<file path="config.mk">
export PLATFORM = sky130hd
export DESIGN_NAME = base_runner_tracker
export DESIGN_NICKNAME = d
export VERILOG_FILES = /design/src/rtl/runner_pkg.sv /design/src/rtl/base_advance.sv /design/src/rtl/base_runner_tracker.sv
export SDC_FILE = /design/constraint.sdc
export NUM_CORES = 1
export LEC_CHECK = 0
export CAP_MARGIN = 15
export CELL_PAD_IN_SITES_DETAIL_PLACEMENT = 0
export CELL_PAD_IN_SITES_GLOBAL_PLACEMENT = 1
export CORE_ASPECT_RATIO = 1.2
export CORE_UTILIZATION = 44
export CTS_BUF_LIST = sky130_fd_sc_hd__clkbuf_4
export DETAILED_ROUTE_END_ITERATION = 12
export GPL_TIMING_DRIVEN = 1
export PLACE_DENSITY_LB_ADDON = 0.08
export SYNTH_ARGS = -nofsm -noshare
export SYNTH_HDL_FRONTEND = slang
export SYNTH_HIERARCHICAL = 1
export SYNTH_SLANG_ARGS = --single-unit
</file>
<file path="constraint.sdc">
create_clock -name clk -period 12.9 [get_ports clk]
set_input_delay 1.29 -clock clk [delete_from_list [all_inputs] [get_ports clk]]
set_output_delay 1.29 -clock clk [all_outputs]
set_load 0.01 [all_outputs]
</file>
<file path="src/rtl/runner_pkg.sv">
// runner_pkg: event priority encoding, default parameters and runs_play width shared by the tracker
package runner_pkg;
  localparam int NUM_BASES_DEF = 3;
  localparam int BALLS_PER_WALK_DEF = 4;
  localparam int OUTS_PER_INNING_DEF = 3;
  localparam int RUN_W_DEF = 8;
  localparam int RUNS_PLAY_W = 3;
  typedef enum logic [2:0] {
    EV_NONE, EV_BALL, EV_OUT, EV_SINGLE, EV_DOUBLE, EV_TRIPLE, EV_HOMERUN
  } event_e;
endpackage

</file>
<file path="src/rtl/base_advance.sv">
// base_advance: combinational runner advance; occ_in/adv/force_mode -> occ_out and runs scored (adv>NUM_BASES clears bases)
module base_advance import runner_pkg::*; #(
  parameter int NUM_BASES = NUM_BASES_DEF
) (
  input  logic [NUM_BASES-1:0]   occ_in,
  input  logic [3:0]             adv,
  input  logic                   force_mode,
  output logic [NUM_BASES-1:0]   occ_out,
  output logic [RUNS_PLAY_W-1:0] runs
);
  logic [NUM_BASES+8:0] sh;
  logic [NUM_BASES-1:0] forced;
  logic fill;
  logic [3:0] cnt;
  always_comb begin
    sh = {8'd0, occ_in, 1'b1} << adv;
    cnt = 4'd0;
    for (int i = NUM_BASES + 1; i <= NUM_BASES + 8; i++) cnt = cnt + {3'd0, sh[i]};
    fill = 1'b1;
    forced = '0;
    for (int i = 0; i < NUM_BASES; i++) begin
      forced[i] = occ_in[i] | fill;
      fill = fill & occ_in[i];
    end
    occ_out = force_mode ? forced : sh[NUM_BASES:1];
    runs = force_mode ? RUNS_PLAY_W'(fill) : (cnt > 4'd7 ? '1 : cnt[RUNS_PLAY_W-1:0]);
  end
endmodule

</file>
<file path="src/rtl/base_runner_tracker.sv">
// base_runner_tracker: registered base/ball/out/run tracker; in: ball, single, double, triple, homerun, out_evt; out: runner, ball_cnt, out_cnt, runs_total, runs_play, walk_p, inning_end_p
module base_runner_tracker import runner_pkg::*; #(
  parameter int NUM_BASES = NUM_BASES_DEF,
  parameter int BALLS_PER_WALK = BALLS_PER_WALK_DEF,
  parameter int OUTS_PER_INNING = OUTS_PER_INNING_DEF,
  parameter int RUN_W = RUN_W_DEF
) (
  input  logic                   clk,
  input  logic                   rst,
  input  logic                   ball,
  input  logic                   single,
  input  logic                   double,
  input  logic                   triple,
  input  logic                   homerun,
  input  logic                   out_evt,
  output logic [NUM_BASES-1:0]   runner,
  output logic [2:0]             ball_cnt,
  output logic [2:0]             out_cnt,
  output logic [RUN_W-1:0]       runs_total,
  output logic [RUNS_PLAY_W-1:0] runs_play,
  output logic                   walk_p,
  output logic                   inning_end_p
);
  event_e ev;
  logic [3:0] adv;
  logic [2:0] ball_nxt, out_nxt;
  logic walk, inning_end, moved;
  logic [NUM_BASES-1:0] adv_occ;
  logic [RUNS_PLAY_W-1:0] adv_runs;
  logic [RUN_W:0] sum;
  logic [NUM_BASES-1:0] runner_q, runner_d;
  logic [2:0] ball_cnt_q, ball_cnt_d, out_cnt_q, out_cnt_d;
  logic [RUN_W-1:0] runs_total_q, runs_total_d;
  logic [RUNS_PLAY_W-1:0] runs_play_q, runs_play_d;
  logic walk_q, walk_d, inning_end_q, inning_end_d;
  base_advance #(.NUM_BASES(NUM_BASES)) u_adv (
    .occ_in(runner_q), .adv(adv), .force_mode(walk), .occ_out(adv_occ), .runs(adv_runs)
  );
  always_comb begin
    ev = homerun ? EV_HOMERUN : triple ? EV_TRIPLE : double ? EV_DOUBLE :
         single ? EV_SINGLE : out_evt ? EV_OUT : ball ? EV_BALL : EV_NONE;
    adv = ev == EV_HOMERUN ? 4'(NUM_BASES + 1) : ev == EV_TRIPLE ? 4'd3 :
          ev == EV_DOUBLE ? 4'd2 : ev == EV_SINGLE ? 4'd1 : 4'd0;
    ball_nxt = ball_cnt_q + 3'd1;
    out_nxt = out_cnt_q + 3'd1;
    walk = ev == EV_BALL && ball_nxt == 3'(BALLS_PER_WALK);
    inning_end = ev == EV_OUT && out_nxt == 3'(OUTS_PER_INNING);
    moved = adv != 4'd0 || walk;
    runner_d = inning_end ? '0 : moved ? adv_occ : runner_q;
    ball_cnt_d = (ev == EV_BALL && !walk) ? ball_nxt : ev == EV_NONE ? ball_cnt_q : 3'd0;
    out_cnt_d = ev == EV_OUT ? (inning_end ? 3'd0 : out_nxt) : out_cnt_q;
    runs_play_d = moved ? adv_runs : '0;
    sum = {1'b0, runs_total_q} + (RUN_W + 1)'(runs_play_d);
    runs_total_d = sum[RUN_W] ? '1 : sum[RUN_W-1:0];
    walk_d = walk;
    inning_end_d = inning_end;
  end
  always_ff @(posedge clk) begin
    if (rst) begin
      runner_q <= '0;
      ball_cnt_q <= 3'd0;
      out_cnt_q <= 3'd0;
      runs_total_q <= '0;
      runs_play_q <= '0;
      walk_q <= 1'b0;
      inning_end_q <= 1'b0;
    end else begin
      runner_q <= runner_d;
      ball_cnt_q <= ball_cnt_d;
      out_cnt_q <= out_cnt_d;
      runs_total_q <= runs_total_d;
      runs_play_q <= runs_play_d;
      walk_q <= walk_d;
      inning_end_q <= inning_end_d;
    end
  end
  assign runner = runner_q;
  assign ball_cnt = ball_cnt_q;
  assign out_cnt = out_cnt_q;
  assign runs_total = runs_total_q;
  assign runs_play = runs_play_q;
  assign walk_p = walk_q;
  assign inning_end_p = inning_end_q;
endmodule

</file>
==> results of run 1 <==
sequential cells by signal, summed over array words and instances, names as in the netlist:
register and count:
ball_cnt 3, inning_end_p 1, out_cnt 3, runner 3, runs_play 3, runs_total 8
walk_p 1
power groups by stage:
stage	Combinational (mW)	Sequential, mW	Clock [mW]
floorplan	0.0294	0.0788	0
global placement	0.0480	0.0772	0
detailed placement	0.0482	0.0774	0
CTS	0.0489	0.0759	0.0550
global route	0.0552	0.0767	0.0580
finish	0.0486	0.0758	0.0537
final cells by class:
type,count,area share
Clock buffer,3,0.01076
Sequential cell,22,0.2104
Clock inverter,1,0.01435
Inverter,21,0.03766
Timing Repair Buffer,30,0.1423
Tap cell,52,0.03108
Multi-Input combinational cell,148,0.5535
metrics by stage:
stage | area (sq um) | hold WS [ns] | instances
6_report | 2093 | 0.5152 | 277
5_1_grt | 2093 | 0.5665 | 277
4_1_cts | 2093 | 0.5129 | 277
3_5_place_dp | 2041 | 0.4945 | 273
3_3_place_gp | 2041 | 0.4758 | 273
2_1_floorplan | 1739 | 0.5046 | 201
cell usage after synthesis (all sizes together), types with 6 or more instances:
library cell / count
a21o: 6
nand2: 13
dfxtp: 22
ha: 10
o211ai: 8
a31oi: 6
nor2: 9
o21ai: 6
a21oi: 9
buf: 6
inv: 21
cells by family after synthesis:
family          Yosys count  share of synthesized area
simple gates             65                     0.2259
compound gates           61                     0.2734
buf+inv                  31                    0.08057
flops                    22                     0.2532
fa+ha+maj                15                     0.1295
xor+xnor                  4                    0.02015
mux                       2                    0.01510
other cells               1                   0.002156
per-layer routing:
metal | vias up | part of all wire
li1 | 790 | -
met1 | 752 | 0.45
met2 | 34 | 0.50
met3 | 8 | 0.026
met4 | 0 | 0.021
met5 | - | 0
tightest hold or removal path: stages (launching register included):
cell and delay, ns:
dfxtp_1 0.36, nand2_1 0.07, a21oi_1 0.05
how the worst max path moves through the flow:
stage | endpoint | slack (ns)
after floorplan | runs_total[5]$_SDFF_PP0_ | 7.09
after global placement | runs_total[5]$_SDFF_PP0_ | 5.84
after detailed placement | runs_total[4]$_SDFF_PP0_ | 5.70
after CTS | runs_total[5]$_SDFF_PP0_ | 6.04
after global routing | runs_total[2]$_SDFF_PP0_ | 5.53
final | runs_total[5]$_SDFF_PP0_ | 5.99
==> qor.txt, run 1 <==
FINISH
-----------------------------------------------------------------------------------------
Share of post-route cells with drive strength above 1                             0.08444
Combined area of the multi-input logic cells                                   1159 sq um
Final-stage net count                                                                 249
Total area of sequential cells                                                440.4 sq um
Highest-count cells in the layout ignoring fill and taps                     clkdlybuf4s50_1 (29), dfxtp_1 (22), inv_1 (21), nand2_1 (13), ha_1 (10)
Most common library cell in the layout ignoring fill and taps                clkdlybuf4s50_1
Final cell utilization of the core                                                 0.5667
Layout filler cell count                                                              365
Area growth from synthesis to final layout                                         20.36%
Diodes inserted                                                                         0

CRITICAL PATH
-----------------------------------------------------------------------------------------
Maximum fanout along the worst path                                                    15
Data required time at the worst endpoint                                         13.14 ns
Crit-path most repeated cell                                                         fa_1
CP Buf/Inv Count                                                                        3
Crit Path Category                                                           primary input to flip-flop
Cell-by-cell listing of the critical path                                    clkdlybuf4s50_1, nor2_1, mux2_2, a22oi_1, or2_1, fa_1, inv_1, fa_1, fa_1, ha_1, inv_1, fa_1, a211oi_1, and2_1, ha_1, a211oi_1, or4_1, a31oi_1
Reg-to-reg setup timing slack                                                     7.83 ns
Origin of the critical flop-to-flop path                                     runner[2]$_SDFFE_PP0N_
Endpoint of the most critical register-to-register path                      runs_total[5]$_SDFF_PP0_
Startpoint of the most critical setup path                                        homerun
Cell depth of the worst flop-to-flop path                                              16
Crit path largest cell delay                                                      0.69 ns
Startpoint kind of the worst setup timing path                               primary input
Max stage delay cell, worst path                                             clkdlybuf4s50_1
Kind of cell adding the most delay to the critical path                       adder cells
CP arrival                                                                        7.15 ns
Worst Setup End Kind                                                            flip-flop
Number of gates on the worst path with buffers counted                                 18

POWER
-----------------------------------------------------------------------------------------
Fraction of power consumed by combinational cells                                   0.273
Share of power burned in the clock network                                          0.302
PwrDens                                                                      85.09 nW/um^2
Leakage Power                                                                   0.8340 nW
Sum of internal, switching and leakage power                                    0.1781 mW
Switching portion of total power                                                   0.2853
Switching pwr                                                                  0.05081 mW
Sequential group share of total power                                               0.426
Highest ir drop seen on vdd                                                  0.00005308 V
Cell internal pwr                                                               0.1273 mW

JOB
-----------------------------------------------------------------------------------------
Count of max-cap constraint violations                                                  0

SYNTHESIS
-----------------------------------------------------------------------------------------
Proportion of synthesized chip area in sequential cells                            0.2532
Number of flip-flops and latches in the synthesized netlist                            22
Mean instance size in the synthesized netlist                                 8.653 sq um
Number of enable-type register cells in the synthesized netlist                         0
Net count after synthesis                                                             224
Gate count after technology mapping                                                   201
Netlist area before placement                                                  1739 sq um
Proportion of register bits with asynchronous set or reset after synthesis              0
Warnings, synthesis                                                                     6
Cell accounting for the most synthesized area                                     dfxtp_1
Predominant post-synthesis flop cell                                              dfxtp_1
Number of different library cells in the post-synthesis netlist                        61
Fraction of synthesized cell area taken by the top area cell type                  0.2532
Dominant cells by area after synthesis                                       dfxtp_1 (25%), ha_1 (7.2%), fa_1 (5.8%)

ROUTING
-----------------------------------------------------------------------------------------
Violation count after the first detailed-route iteration                               99
Number of nets still failing antenna checks after routing                               0
Number of vias after detailed routing                                                1584
Average wire per cell in the routed design                                   14.01 microns
DRC violations left                                                                     0
Sum of routed wire length over all layers                                    3880 microns
Vias per inst                                                                       5.718
First-pass detailed-route iteration total                                               4

STA
-----------------------------------------------------------------------------------------
Worst setup margin                                                               5.993 ns
Max Transition Viols Final                                                              0
Relative slew slack                                                                0.5252
Final setup TNS                                                                      0 ns
Setup repair after global routing missed its margin                                 false
Max Freq                                                                        144.8 MHz
Final setup violation count                                                             0
Minimum clock period                                                             6.907 ns
Fin crit share                                                                     0.5354
Fin. Hold Viols                                                                         0
Transition at the pin with the smallest max-transition slack                    0.7096 ns
Layout Skew                                                                   0.002470 ns

FLOORPLAN
-----------------------------------------------------------------------------------------
Total I/O pin count                                                                    30
Area enclosed by the die boundary                                              4209 sq um
Vert. Die Dim                                                                70.87 microns
Area inside the core boundary                                                  3694 sq um
Initial Util                                                                       0.4709
X dimension of the die                                                       59.39 microns
Cell Rows                                                                              24

CLOCK NETWORK
-----------------------------------------------------------------------------------------
Clock latency on the worst-skew pair                                              0.31 ns
Clock root buffer master                                                         clkbuf_4
Total number of H-tree levels                                                           1
Number of setup buffers added after CTS                                                 0
Maximum clock path buffer count                                                         2
Number of clock sinks                                                                  22
Clock transition at the registers of the reported paths                           0.13 ns
Number of gates resized after cts                                                       0
TritonCTS clock tree                                                                 done
Number of buffers inserted by hold repair at cts                                        0
Cts bufs inserted                                                                       3

GRT
-----------------------------------------------------------------------------------------
Global-route wire length before repair                                       6720 microns
Met1 Resource Use GR                                                               0.2474
Number of antenna violations at the first check in global routing                       0
Most heavily used metal layer in global routing                                      met2
Vias in the first global route                                                       1528
Met3 track utilization from global routing                                        0.02011
GRT Util Overall                                                                   0.2040
Met2 track demand over resource                                                    0.3608
Largest net degree at the start of global routing                                      16
Congestion Overflow GR                                                                  0

PLACE
-----------------------------------------------------------------------------------------
Worst slack after detailed placement                                             5.699 ns
Port-buffer cells                                                                      29
Total half-perimeter wirelength after legalization and detailed placement    2941 microns
GPL Wtd Cong                                                                       0.8443

HOLD PATH
-----------------------------------------------------------------------------------------
Sink of the worst hold path                                                  ball_cnt[1]$_SDFFE_PP0P_
Worst Hold Launch                                                            ball_cnt[1]$_SDFFE_PP0P_
Worst hold path stage count                                                             2
Tightest Hold Check Type                                                     flip-flop to flip-flop

RUN STATUS
-----------------------------------------------------------------------------------------
Run status                                                                   finished clean

No activity file was read; power rests on OpenSTA's default activity.
==> run 2: changes to the inputs <==
--- a/config.mk
+++ b/config.mk
@@ -9,7 +9,7 @@
 export CELL_PAD_IN_SITES_DETAIL_PLACEMENT = 0
 export CELL_PAD_IN_SITES_GLOBAL_PLACEMENT = 1
 export CORE_ASPECT_RATIO = 1.2
-export CORE_UTILIZATION = 44
+export CORE_UTILIZATION = 41
 export CTS_BUF_LIST = sky130_fd_sc_hd__clkbuf_4
 export DETAILED_ROUTE_END_ITERATION = 12
 export GPL_TIMING_DRIVEN = 1
==> constraint.sdc (replaced) <==
create_clock -name clk -period 7.09 [get_ports clk]
set_input_delay 0.709 -clock clk [delete_from_list [all_inputs] [get_ports clk]]
set_output_delay 0.709 -clock clk [all_outputs]
set_load 0.01 [all_outputs]
==> run 2 against run 1 <==
Against the previous run:
- clock skew down 0.0018 ns
- register-to-register slack worse by 5.7 ns
- non-clock buffer count up 1
- combinational power up 83%
- via count down 3.4%
- first-iteration DRC count down 7.1%
- sequential power up 82%
- global-route usage down 0.74 points
- total power up 60%
- setup slack worse by 5.0 ns
- wire length up 0.49%
==> qor.txt, run 2 (synthesis results as in run 1) <==
RUN STATUS
----------------------------------------------------------------------------------------
Run status                                                                  finished clean   unchanged

CRITICAL PATH
----------------------------------------------------------------------------------------
Worst Setup End Kind                                                           flip-flop   unchanged
Data required time at the worst endpoint                                         7.33 ns   was 13.14 ns
Maximum fanout along the worst path                                                   12   was 15
Cell depth of the worst flop-to-flop path                                             16   unchanged
Reg-to-reg setup timing slack                                                    2.12 ns   was 7.83 ns
Startpoint kind of the worst setup timing path                              primary input   unchanged
Crit Path Category                                                          primary input to flip-flop   unchanged
Origin of the critical flop-to-flop path                                    runner[2]$_SDFFE_PP0N_   unchanged
CP arrival                                                                       6.34 ns   was 7.15 ns
Endpoint of the most critical register-to-register path                     runs_total[5]$_SDFF_PP0_   unchanged

STA
----------------------------------------------------------------------------------------
Layout Skew                                                                 0.0007168 ns   was 0.002470 ns
Final setup violation count                                                            0   unchanged
Fin crit share                                                                    0.8610
Final setup TNS                                                                     0 ns   unchanged
Fin. Hold Viols                                                                        0   unchanged
Minimum clock period                                                            6.104 ns
Max Transition Viols Final                                                             0   unchanged
Setup repair after global routing missed its margin                                false   unchanged
Worst hold slack                                                               0.5076 ns   was 0.5152 ns
Max Freq                                                                       163.8 MHz
Relative slew slack                                                               0.5542   was 0.5252
Transition at the pin with the smallest max-transition slack                   0.6646 ns   was 0.7096 ns

FINISH
----------------------------------------------------------------------------------------
Final-stage net count                                                                250   was 249
Diodes inserted                                                                        0   unchanged
Final cell utilization of the core                                                0.5188   was 0.5667
Most common library cell in the layout ignoring fill and taps               clkdlybuf4s50_1   unchanged
Number of standard cells in the layout, taps in and fillers out                      280   was 277
Highest-count cells in the layout ignoring fill and taps                    clkdlybuf4s50_1 (29), dfxtp_1 (22), inv_1 (21), nand2_1 (13), ha_1 (10)   unchanged
Share of post-route cells with drive strength above 1                            0.08407   was 0.08444
Flip-flop count of the largest register, all copies and words added                    8   unchanged
Final non-filler cell area                                                    2077 sq um   was 2093 sq um
Area growth from synthesis to final layout                                        19.42%   was 20.36%

CLOCK NETWORK
----------------------------------------------------------------------------------------
Number of setup buffers added after CTS                                                0   unchanged
Clock latency on the worst-skew pair                                             0.31 ns   about the same
TritonCTS clock tree                                                                done   unchanged
Number of clock sinks                                                                 22   unchanged
Number of buffers inserted by hold repair at cts                                       0   unchanged
Number of gates resized after cts                                                      0   unchanged
Clock root buffer master                                                        clkbuf_4   unchanged
Cts bufs inserted                                                                      3   unchanged
Maximum clock path buffer count                                                        2   unchanged
Total number of H-tree levels                                                          1   unchanged
Clock transition at the registers of the reported paths                          0.12 ns   was 0.13 ns

GRT
----------------------------------------------------------------------------------------
Global-route wire length before repair                                      6686 microns   was 6720 microns
Vias in the first global route                                                      1490   was 1528
Largest net degree at the start of global routing                                     16   unchanged
Congestion Overflow GR                                                                 0   unchanged
GRT Util Overall                                                                  0.1966   was 0.2040
Number of antenna violations at the first check in global routing                      0   unchanged

FLOORPLAN
----------------------------------------------------------------------------------------
Area enclosed by the die boundary                                             4507 sq um   was 4209 sq um
Total I/O pin count                                                                   30   unchanged
Area inside the core boundary                                                 4004 sq um   was 3694 sq um
X dimension of the die                                                      61.46 microns   was 59.39 microns
Cell Rows                                                                             25   was 24
Vert. Die Dim                                                               73.35 microns   was 70.87 microns
Initial Util                                                                      0.4344   was 0.4709

POWER
----------------------------------------------------------------------------------------
Switching pwr                                                                 0.08955 mW   was 0.05081 mW
Sequential group share of total power                                              0.483   was 0.426
Highest ir drop seen on vdd                                                 0.00007520 V   was 0.00005308 V
Share of power burned in the clock network                                         0.206   was 0.302
Cell internal pwr                                                              0.1956 mW   was 0.1273 mW
Fraction of power consumed by combinational cells                                  0.311   was 0.273
Leakage Power                                                                  0.8262 nW   was 0.8340 nW
Switching portion of total power                                                  0.3141   was 0.2853
PwrDens                                                                     137.3 nW/um^2   was 85.09 nW/um^2

ROUTING
----------------------------------------------------------------------------------------
DRC violations left                                                                    0   unchanged
Vias per inst                                                                      5.464   was 5.718
Sum of routed wire length over all layers                                   3899 microns   was 3880 microns
First-pass detailed-route iteration total                                              4   unchanged
Number of vias after detailed routing                                               1530   was 1584
Number of nets still failing antenna checks after routing                              0   unchanged
Violation count after the first detailed-route iteration                              92   was 99
Average wire per cell in the routed design                                  13.93 microns   was 14.01 microns

PLACE
----------------------------------------------------------------------------------------
DP Cell Count                                                                        276   was 273
Total half-perimeter wirelength after legalization and detailed placement   3020 microns   was 2941 microns
Total cell area at the placement stage                                        2051 sq um   was 2041 sq um
GPL Wtd Cong                                                                      0.8058   was 0.8443
Port-buffer cells                                                                     29   unchanged

HOLD PATH
----------------------------------------------------------------------------------------
Worst hold path stage count                                                            2   unchanged
Sink of the worst hold path                                                 ball_cnt[1]$_SDFFE_PP0P_   unchanged
Worst Hold Launch                                                           ball_cnt[1]$_SDFFE_PP0P_   unchanged
Tightest Hold Check Type                                                    flip-flop to flip-flop   unchanged

JOB
----------------------------------------------------------------------------------------
Count of max-cap constraint violations                                                 0   unchanged

run 2: changes by cell type in the layout (fill, tap and decap cells not counted):
cell	previous run	this run
bufinv_16	1	0
clkinv_1	0	1
buf_4	1	2
run 2: metal layers:
metal / global-route usage / up-vias / part of all wire
met5: 0 / - / 0
met4: 0.07407 / 0 / 0.015
met3: 0.02641 / 6 / 0.024
met2: 0.3370 / 20 / 0.50
met1: 0.2459 / 711 / 0.46
li1: - / 793 / -
run 2: power groups by stage:
stage | Combinational, mW | Sequential [mW] | Clock [mW]
2_1_floorplan | 0.0536 | 0.143 | 0
3_3_place_gp | 0.0882 | 0.140 | 0
3_5_place_dp | 0.0897 | 0.141 | 0
4_1_cts | 0.0897 | 0.138 | 0.0619
5_1_grt | 0.0991 | 0.140 | 0.0667
6_report | 0.0887 | 0.138 | 0.0586
run 2: worst max path at each step:
stage	depth (start not counted)	endpoint	slack (ns)	startpoint
after floorplan	22	runs_total[5]$_SDFF_PP0_	1.86	double
after global placement	18	runs_total[5]$_SDFF_PP0_	0.74	single
after detailed placement	19	runs_total[7]$_SDFF_PP0_	0.62	single
after CTS	19	runs_total[5]$_SDFF_PP0_	0.96	double
after global routing	19	runs_total[6]$_SDFF_PP0_	0.53	double
final	19	runs_total[5]$_SDFF_PP0_	0.99	double
run 2: cell type report:
| type | instances | area [sq um] |
|---|---|---|
| clock buffer | 3 | 22.52 |
| tap | 54 | 67.56 |
| multi-input combinational | 148 | 1159 |
| timing repair buffer | 31 | 305.3 |
| fill | 415 | 1927 |
| clock inverter | 1 | 3.754 |
| inverter | 21 | 78.83 |
| sequential | 22 | 440.4 |
run 2: per-stage QoR:
stage                     setup slack, ns  power [mW]
after CTS                          0.9585      0.2898
after detailed placement           0.6154      0.2306
after global placement             0.7385      0.2287
final                              0.9855      0.2851
after floorplan                     1.865      0.1969
after global routing               0.5331      0.3053
run 2: critical path: stages:
cell             delay (ns)
clkdlybuf4s50_1        0.49
inv_1                  0.09
a21oi_1                0.06
nor2_1                 0.52
mux2_2                 0.45
o211ai_1               0.25
fa_1                   0.43
inv_1                  0.09
fa_1                   0.44
fa_1                   0.52
ha_1                   0.17
inv_1                  0.07
fa_1                   0.43
a211oi_1               0.29
and2_1                 0.17
ha_1                   0.32
a211oi_1               0.17
or4_1                  0.50
a31oi_1                0.16
